[config.mk]
export PLATFORM = sky130hd
export DESIGN_NAME = decode_issue
export DESIGN_NICKNAME = d
export VERILOG_FILES = /design/src/rtl/decode_issue.sv
export SDC_FILE = /design/constraint.sdc
export NUM_CORES = 1
export LEC_CHECK = 0
export BUFFER_PORTS_ARGS = -buffer_cell sky130_fd_sc_hd__clkbuf_2
export CAP_MARGIN = 20
export CORE_AREA = 2 2 152 154
export CTS_CLUSTER_DIAMETER = 80
export DETAILED_ROUTE_END_ITERATION = 16
export DIE_AREA = 0 0 154 156
export PLACE_DENSITY = 0.68
export SLEW_MARGIN = 20
export SYNTH_ARGS = -nofsm -noshare
export SYNTH_HDL_FRONTEND = slang
export SYNTH_SLANG_ARGS = --single-unit
[constraint.sdc]
create_clock -name clk -period 2.4 [get_ports clk]
set_input_delay 0.24 -clock clk [delete_from_list [all_inputs] [get_ports clk]]
set_output_delay 0.24 -clock clk [all_outputs]
set_load 0.03 [all_outputs]
[src/rtl/decode_issue.sv]
// Decode holding register and operand issue stage between fetch and execute.
// Selects forwarded operands, holds on load-use stalls, honours backpressure and flush.
module decode_issue #(
  parameter int unsigned XLEN  = 32,
  parameter int unsigned CNT_W = 32
) (
  input  logic             clk,
  input  logic             reset,
  input  logic             fe_valid,
  input  logic [31:0]      fe_insn,
  input  logic [XLEN-1:0]  fe_pc,
  output logic             fe_ready,
  output logic [4:0]       de_rs1,
  output logic [4:0]       de_rs2,
  input  logic [XLEN-1:0]  rf_rdata1,
  input  logic [XLEN-1:0]  rf_rdata2,
  input  logic [1:0]       forward_rs1,
  input  logic [1:0]       forward_rs2,
  input  logic             load_stall,
  input  logic [XLEN-1:0]  ex_fwd_data,
  input  logic [XLEN-1:0]  mem_fwd_data,
  input  logic             ex_ready,
  input  logic             flush,
  output logic             ex_valid_o,
  output logic [XLEN-1:0]  ex_pc,
  output logic [31:0]      ex_insn,
  output logic [XLEN-1:0]  ex_op1,
  output logic [XLEN-1:0]  ex_op2,
  output logic [CNT_W-1:0] stall_count
);

  typedef enum logic [1:0] {
    NOT_FORWARDING = 2'b00,
    FORWARDING_EX  = 2'b01,
    FORWARDING_MEM = 2'b10
  } fwd_sel_e;

  logic             d_valid_q, d_valid_d;
  logic [31:0]      d_insn_q, d_insn_d;
  logic [XLEN-1:0]  d_pc_q, d_pc_d;
  logic             ex_valid_q, ex_valid_d;
  logic [XLEN-1:0]  ex_pc_q, ex_pc_d;
  logic [31:0]      ex_insn_q, ex_insn_d;
  logic [XLEN-1:0]  ex_op1_q, ex_op1_d;
  logic [XLEN-1:0]  ex_op2_q, ex_op2_d;
  logic [CNT_W-1:0] stall_count_q, stall_count_d;

  logic             issue;
  logic             stall_cycle;
  logic [XLEN-1:0]  op1_sel, op2_sel;

  // Unused code 2'b11 falls back to the register file.
  function automatic logic [XLEN-1:0] sel_operand(
    input logic [1:0]      sel,
    input logic [XLEN-1:0] rf,
    input logic [XLEN-1:0] ex,
    input logic [XLEN-1:0] mem
  );
    case (sel)
      FORWARDING_EX:  sel_operand = ex;
      FORWARDING_MEM: sel_operand = mem;
      default:        sel_operand = rf;
    endcase
  endfunction

  always_comb begin
    de_rs1      = d_insn_q[19:15];
    de_rs2      = d_insn_q[24:20];
    op1_sel     = sel_operand(forward_rs1, rf_rdata1, ex_fwd_data, mem_fwd_data);
    op2_sel     = sel_operand(forward_rs2, rf_rdata2, ex_fwd_data, mem_fwd_data);
    issue       = d_valid_q & ~load_stall & ex_ready & ~flush;
    stall_cycle = d_valid_q & load_stall & ~flush;
    fe_ready    = ~d_valid_q | issue;
  end

  always_comb begin
    d_valid_d = d_valid_q;
    d_insn_d  = d_insn_q;
    d_pc_d    = d_pc_q;
    if (flush) begin
      d_valid_d = 1'b0;
    end else if (fe_valid && fe_ready) begin
      d_valid_d = 1'b1;
      d_insn_d  = fe_insn;
      d_pc_d    = fe_pc;
    end else if (issue) begin
      d_valid_d = 1'b0;
    end
  end

  // Data fields move only on a real issue; bubbles and backpressure leave them as-is.
  always_comb begin
    ex_valid_d = ex_valid_q;
    ex_pc_d    = ex_pc_q;
    ex_insn_d  = ex_insn_q;
    ex_op1_d   = ex_op1_q;
    ex_op2_d   = ex_op2_q;
    if (flush) begin
      ex_valid_d = 1'b0;
    end else if (ex_ready) begin
      ex_valid_d = issue;
      if (issue) begin
        ex_pc_d   = d_pc_q;
        ex_insn_d = d_insn_q;
        ex_op1_d  = op1_sel;
        ex_op2_d  = op2_sel;
      end
    end
  end

  always_comb begin
    stall_count_d = stall_count_q + CNT_W'(stall_cycle);
  end

  always_ff @(posedge clk) begin
    if (reset) begin
      d_valid_q     <= 1'b0;
      d_insn_q      <= '0;
      d_pc_q        <= '0;
      ex_valid_q    <= 1'b0;
      ex_pc_q       <= '0;
      ex_insn_q     <= '0;
      ex_op1_q      <= '0;
      ex_op2_q      <= '0;
      stall_count_q <= '0;
    end else begin
      d_valid_q     <= d_valid_d;
      d_insn_q      <= d_insn_d;
      d_pc_q        <= d_pc_d;
      ex_valid_q    <= ex_valid_d;
      ex_pc_q       <= ex_pc_d;
      ex_insn_q     <= ex_insn_d;
      ex_op1_q      <= ex_op1_d;
      ex_op2_q      <= ex_op2_d;
      stall_count_q <= stall_count_d;
    end
  end

  assign ex_valid_o  = ex_valid_q;
  assign ex_pc       = ex_pc_q;
  assign ex_insn     = ex_insn_q;
  assign ex_op1      = ex_op1_q;
  assign ex_op2      = ex_op2_q;
  assign stall_count = stall_count_q;

endmodule

# [Yosys cells after proc, flatten, opt, wreduce, memory -nomap -nowiden]
# Index checks and enable logic that the tools add are counted.
[classes] add_sub_neg=1 multipliers=0 div=0 magnitude_cmp=0 eq_ne=4 shift=0 muxes=4 bitwise_logic=9 n_reduce_logical=5
[op_table] operator="32-bit one-hot mux with 2 select lines" count=2
[op_table] operator="32-bit by 1-bit adder with 32-bit output" count=1
[op_table] operator="1-bit bitwise AND" count=5
[op_table] operator="2-bit by 1-bit equality test with 1-bit output (second input constant)" count=2
[op_table] operator="2-bit equality test (second input constant)" count=2
[op_table] operator="1-bit NOT" count=3
[op_table] operator="3-bit AND reduction" count=1
[op_table] operator="1-bit two-way mux" count=2
[op_table] operator="2-bit AND reduction" count=1
[op_table] operator="2-bit nonzero test" count=1
[op_table] operator="2-bit OR reduction" count=1
[op_table] operator="1-bit logical AND" count=1
[op_table] operator="1-bit OR" count=1
[totals] reg_bits=226 latchBits=0 ram_bits=0 rom_bits=0 input_bits=202 word_cells=32 n_memories=0

# [Logic depth before layout (Yosys ltp)]
[logic_depth] ltp_word=7 mapped_depth=8 depth_no_buf=7

# [Least setup slack after synthesis]
# Ideal clock, no wire load.
[synth_path] path_type="register to register" startpoint="register stall_count_q[9], in the netlist stall_count[9]" endpoint="register stall_count_q[31], in the netlist stall_count[31]" setup_time_ns=0.123 arrival_time_ns=2.073 required_time_ns=2.277 slack_ns=0.203 stages_incl_launch_ff=6 path_buffers=1 period_less_slack_ns=2.197 path_cell_list="dfxtp_1 > nand4_2 > or4_4 > buf_6 > nor4_1 > mux2_1"
[synth_via] elab_chain_len=1
[synth_rtl] element="start: declaration" line="46" rtl="logic [CNT_W-1:0] stall_count_q, stall_count_d;"
[synth_rtl] element="start signal: assignment" line="135" rtl="stall_count_q <= stall_count_d;"
[synth_rtl] element="32-bit by 1-bit adder with 32-bit output" line="112" rtl="stall_count_d = stall_count_q + CNT_W'(stall_cycle);"
# Every way passes these cells.
# A chain may end at the register's enable or synchronous reset.

# [Worst setup path after layout]
[layout_path] startpoint="input port flush" endpoint="register stall_count_q[16], in the netlist stall_count[16]"
[layout_via] elab_chain_len=3
[layout_rtl] element="start: declaration" line="23" rtl="input logic flush,"
[layout_rtl] element="1-bit NOT (no line)"
[layout_rtl] element="1-bit bitwise AND" line="72" rtl="stall_cycle = d_valid_q & load_stall & ~flush;"
[layout_rtl] element="32-bit by 1-bit adder with 32-bit output" line="112"
# Every way passes these cells.

==> out/metrics.cfg <==
[clock_network]
cts.sinks=226
post_cts_buffers=0
clock_tree.root_cell=clkbuf_16
clkLatencyLatePin_ns=0.53
cts_max_level=1
clkTransAtPathRegs_ns=0.06
cts_tree=built
cts.path.max_buffers=3
cts_buffers=25

[global_route]
grt_pass1_vias=9094
grt_start_max_net_pins=131
antenna_found_initial=2
grt_pass1_wl_um=46900
overflow=0
grt.total_usage_pct=23.8

[critical_path]
cp_data_required_time_ns=2.79
reg2reg_to=stall_count[31]
cp_slowest_cell=dlygate4sd3_1
endpoint_kind=flop
crit_family=buffers and inverters
cp_slowest_stage_delay_ns=0.53
arrival_ns=2.59
critical_path_buf_inv_count=4
reg2reg_from=stall_count[8]
path_depth=11
crit_chain=dlygate4sd3_1, clkbuf_2, and3b_2, ha_2, ha_1, nand4_1, buf_4, nor4_1, buf_4, a31o_2, a21oi_1
critPathMaxFanout=13
crit_end=stall_count[16]
rrSetupSlack_ns=0.19
cp-startpoint=flush
ff2ff_path_depth=4
cpMostUsedCell=buf_4
startpoint_type=input port
critPathKind=input port to flop

[power_and_ir_drop]
clockPowerShare_pct=45.7
pwr-share-comb_pct=9.8
p_sw_w=0.00203
intPower_w=0.00662
peakVddDrop_uv=468
switching_share_pct=23.5
seqPwrFrac_pct=44.5
power.leakage_nw=5.47
power_density_nw_per_um2=661

[die]
die_y_um=156
rows=55
initial_core_util_pct=42.5
core_um2=22400
pin_count=374
dieWidth_um=154
die-area_um2=24000

[synthesis]
synthArstFlopShare_pct=0
ys_ff_latch=226
yosysSeqAreaShare_pct=47.6
syn_avg_cell_area_um2=7.99
synthCells=1190
post-synth-top-count-cell=nand2_1
syn-cell-area_um2=9510
yosys.area.top_type_share_pct=47.6
syn-num-nets=1399
ys_top_cells_by_count=nand2_1, dfxtp_1, a21oi_1
synth_edf_count=0
yosys.area.top_type=dfxtp_1
ys_types=40
synth_warnings=0
synth_ff_type=dfxtp_1
yosys-top-cells-area=dfxtp_1, nand2_1, a21oi_1

[timing]
setup_viol=0
rsz0062_at_grt=no
fin_crit_sh_pct=91.9
fmax_mhz=453
maxSlewViolCount=0
hold_viol_final=0
setup_tns_ns=0
max_slew.worst_pin.slew_ns=0.705
slew_headroom_pct=53.0
min_period_ns=2.21
clock_skew_ns=0.0159
hold_ws_ns=0.0634

[drt]
vias_per_cell=5.18
ant_nets=0
wl_um=30000
wire_per_inst_um=16.0
dr.first_iter.drc_count=611
vias=9710
drtPass1Iterations=7
drcViolationCount=0

[cells_and_area]
drive_above_1_share_pct=28.1
layout.nets=1782
syn2layout_area_growth_pct=37.6

[min_path]
worstHoldPathType=input port to flop
hold_start=rf_rdata1[25]

[place]
io_buffers=373
globalplace.congestion=0.829
place_hpwl_um=20400

[run]
maxCapViolCount=0

[run_status]
status=completed

[cells in the final DEF (no fill, tap or decap), types with 6 or more instances in the layout]
| master | instances |
|---|---|
| inv_1 | 12 |
| or4_1 | 14 |
| clkbuf_8 | 6 |
| dlygate4sd3_1 | 66 |
| a22oi_1 | 64 |
| nor2_1 | 76 |
| a21oi_1 | 148 |
| nand2_1 | 332 |
| clkbuf_2 | 372 |
| buf_4 | 12 |
| buf_12 | 9 |
| o21ai_0 | 67 |
| dfxtp_1 | 226 |
| clkbuf_16 | 25 |
| nand3_1 | 12 |
| o31ai_1 | 14 |
| xnor2_1 | 7 |
| mux2i_1 | 64 |
[worst min-delay path by stage]
| stage | to | slack (ns) | depth (start not counted) |
|---|---|---|---|
| 2_1_floorplan | d_valid_q | 0.32 | 1 |
| 3_3_place_gp | ex_pc[17] | 0.44 | 2 |
| 3_5_place_dp | ex_pc[3] | 0.44 | 2 |
| 4_1_cts | ex_op1[25] | 0.05 | 5 |
| 5_1_grt | stall_count[4] | 0.07 | 2 |
| 6_report | ex_op1[25] | 0.06 | 5 |
[cell type report]
class	count	area (um^2)
Antenna cell	2	5.00
Clock buffer	34	719
Clock inverter	9	135
Fill cell	2045	9280
Inverter	12	45.0
Multi-Input combinational cell	848	4500
Sequential cell	226	4520
Tap cell	285	357
Timing Repair Buffer	460	2800
[timing repair]
action	CTS	global route
gates resized for setup	0	2
setup endpoints to repair	0	6
endpoints found under the hold margin	66	0
hold buffers	66	0
[worst register-to-register path: cells and delay by family (launching register included)]
family / cells / cell delay, ns
mux: 1 / 0.35
flops: 1 / 0.44
simple gates: 3 / 1.31
[logic make-up (layout without fill, tap and decap cells)]
| family | after synthesis | after routing | share of synthesized area, % |
|---|---|---|---|
| buffers and inverters | 116 | 515 | 5.58 |
| adders and majority gates | 7 | 7 | 0.921 |
| muxes | 65 | 65 | 6.85 |
| DFF | 226 | 226 | 47.6 |
| AOI/OAI and AO/OA | 295 | 295 | 17.6 |
| and+or+nand+nor | 470 | 470 | 20.5 |
| xor gates and xnor gates | 11 | 11 | 1.01 |
| other | 0 | 2 | 0 |
[state kept, by name, summed over array words and instances (netlist names)]
| register | flops |
|---|---|
| ex_insn | 32 |
| ex_valid_o | 1 |
| d_valid_q | 1 |
| stall_count | 32 |
| ex_pc | 32 |
| d_pc_q | 32 |
| ex_op2 | 32 |
| d_insn_q | 32 |
| ex_op1 | 32 |
[layer usage]
metal	up-vias	GRT usage, %	wire length [um]
met4	0	9.12	1140
met2	379	40.4	14300
met3	71	6.03	2470
li1	4805	-	-
met5	-	0	0
met1	4455	29.1	12100
[stage by stage]
stage	instances	utilization (%)	power (W)	area, um^2	setup slack, ns
finish	1876	58.5	0.00865	13100	0.195
global route	1876	58.5	0.00898	13100	0.0424
CTS	1874	58.5	0.00874	13100	0.0649
detailed placement	1765	51.7	0.00469	11600	0.0729
global placement	1765	51.7	0.00468	11600	0.195
floorplan	1190	-	0.00436	9510	0.203
[power by group through the flow]
stage	Combinational, W	Clock (W)	Sequential, W
2_1_floorplan	0.000418	0	0.00394
3_3_place_gp	0.000748	0	0.00393
3_5_place_dp	0.000758	0	0.00393
4_1_cts	0.000849	0.00404	0.00385
5_1_grt	0.000934	0.00420	0.00385
6_report	0.000850	0.00395	0.00385
(Power assumes the default switching activity.)
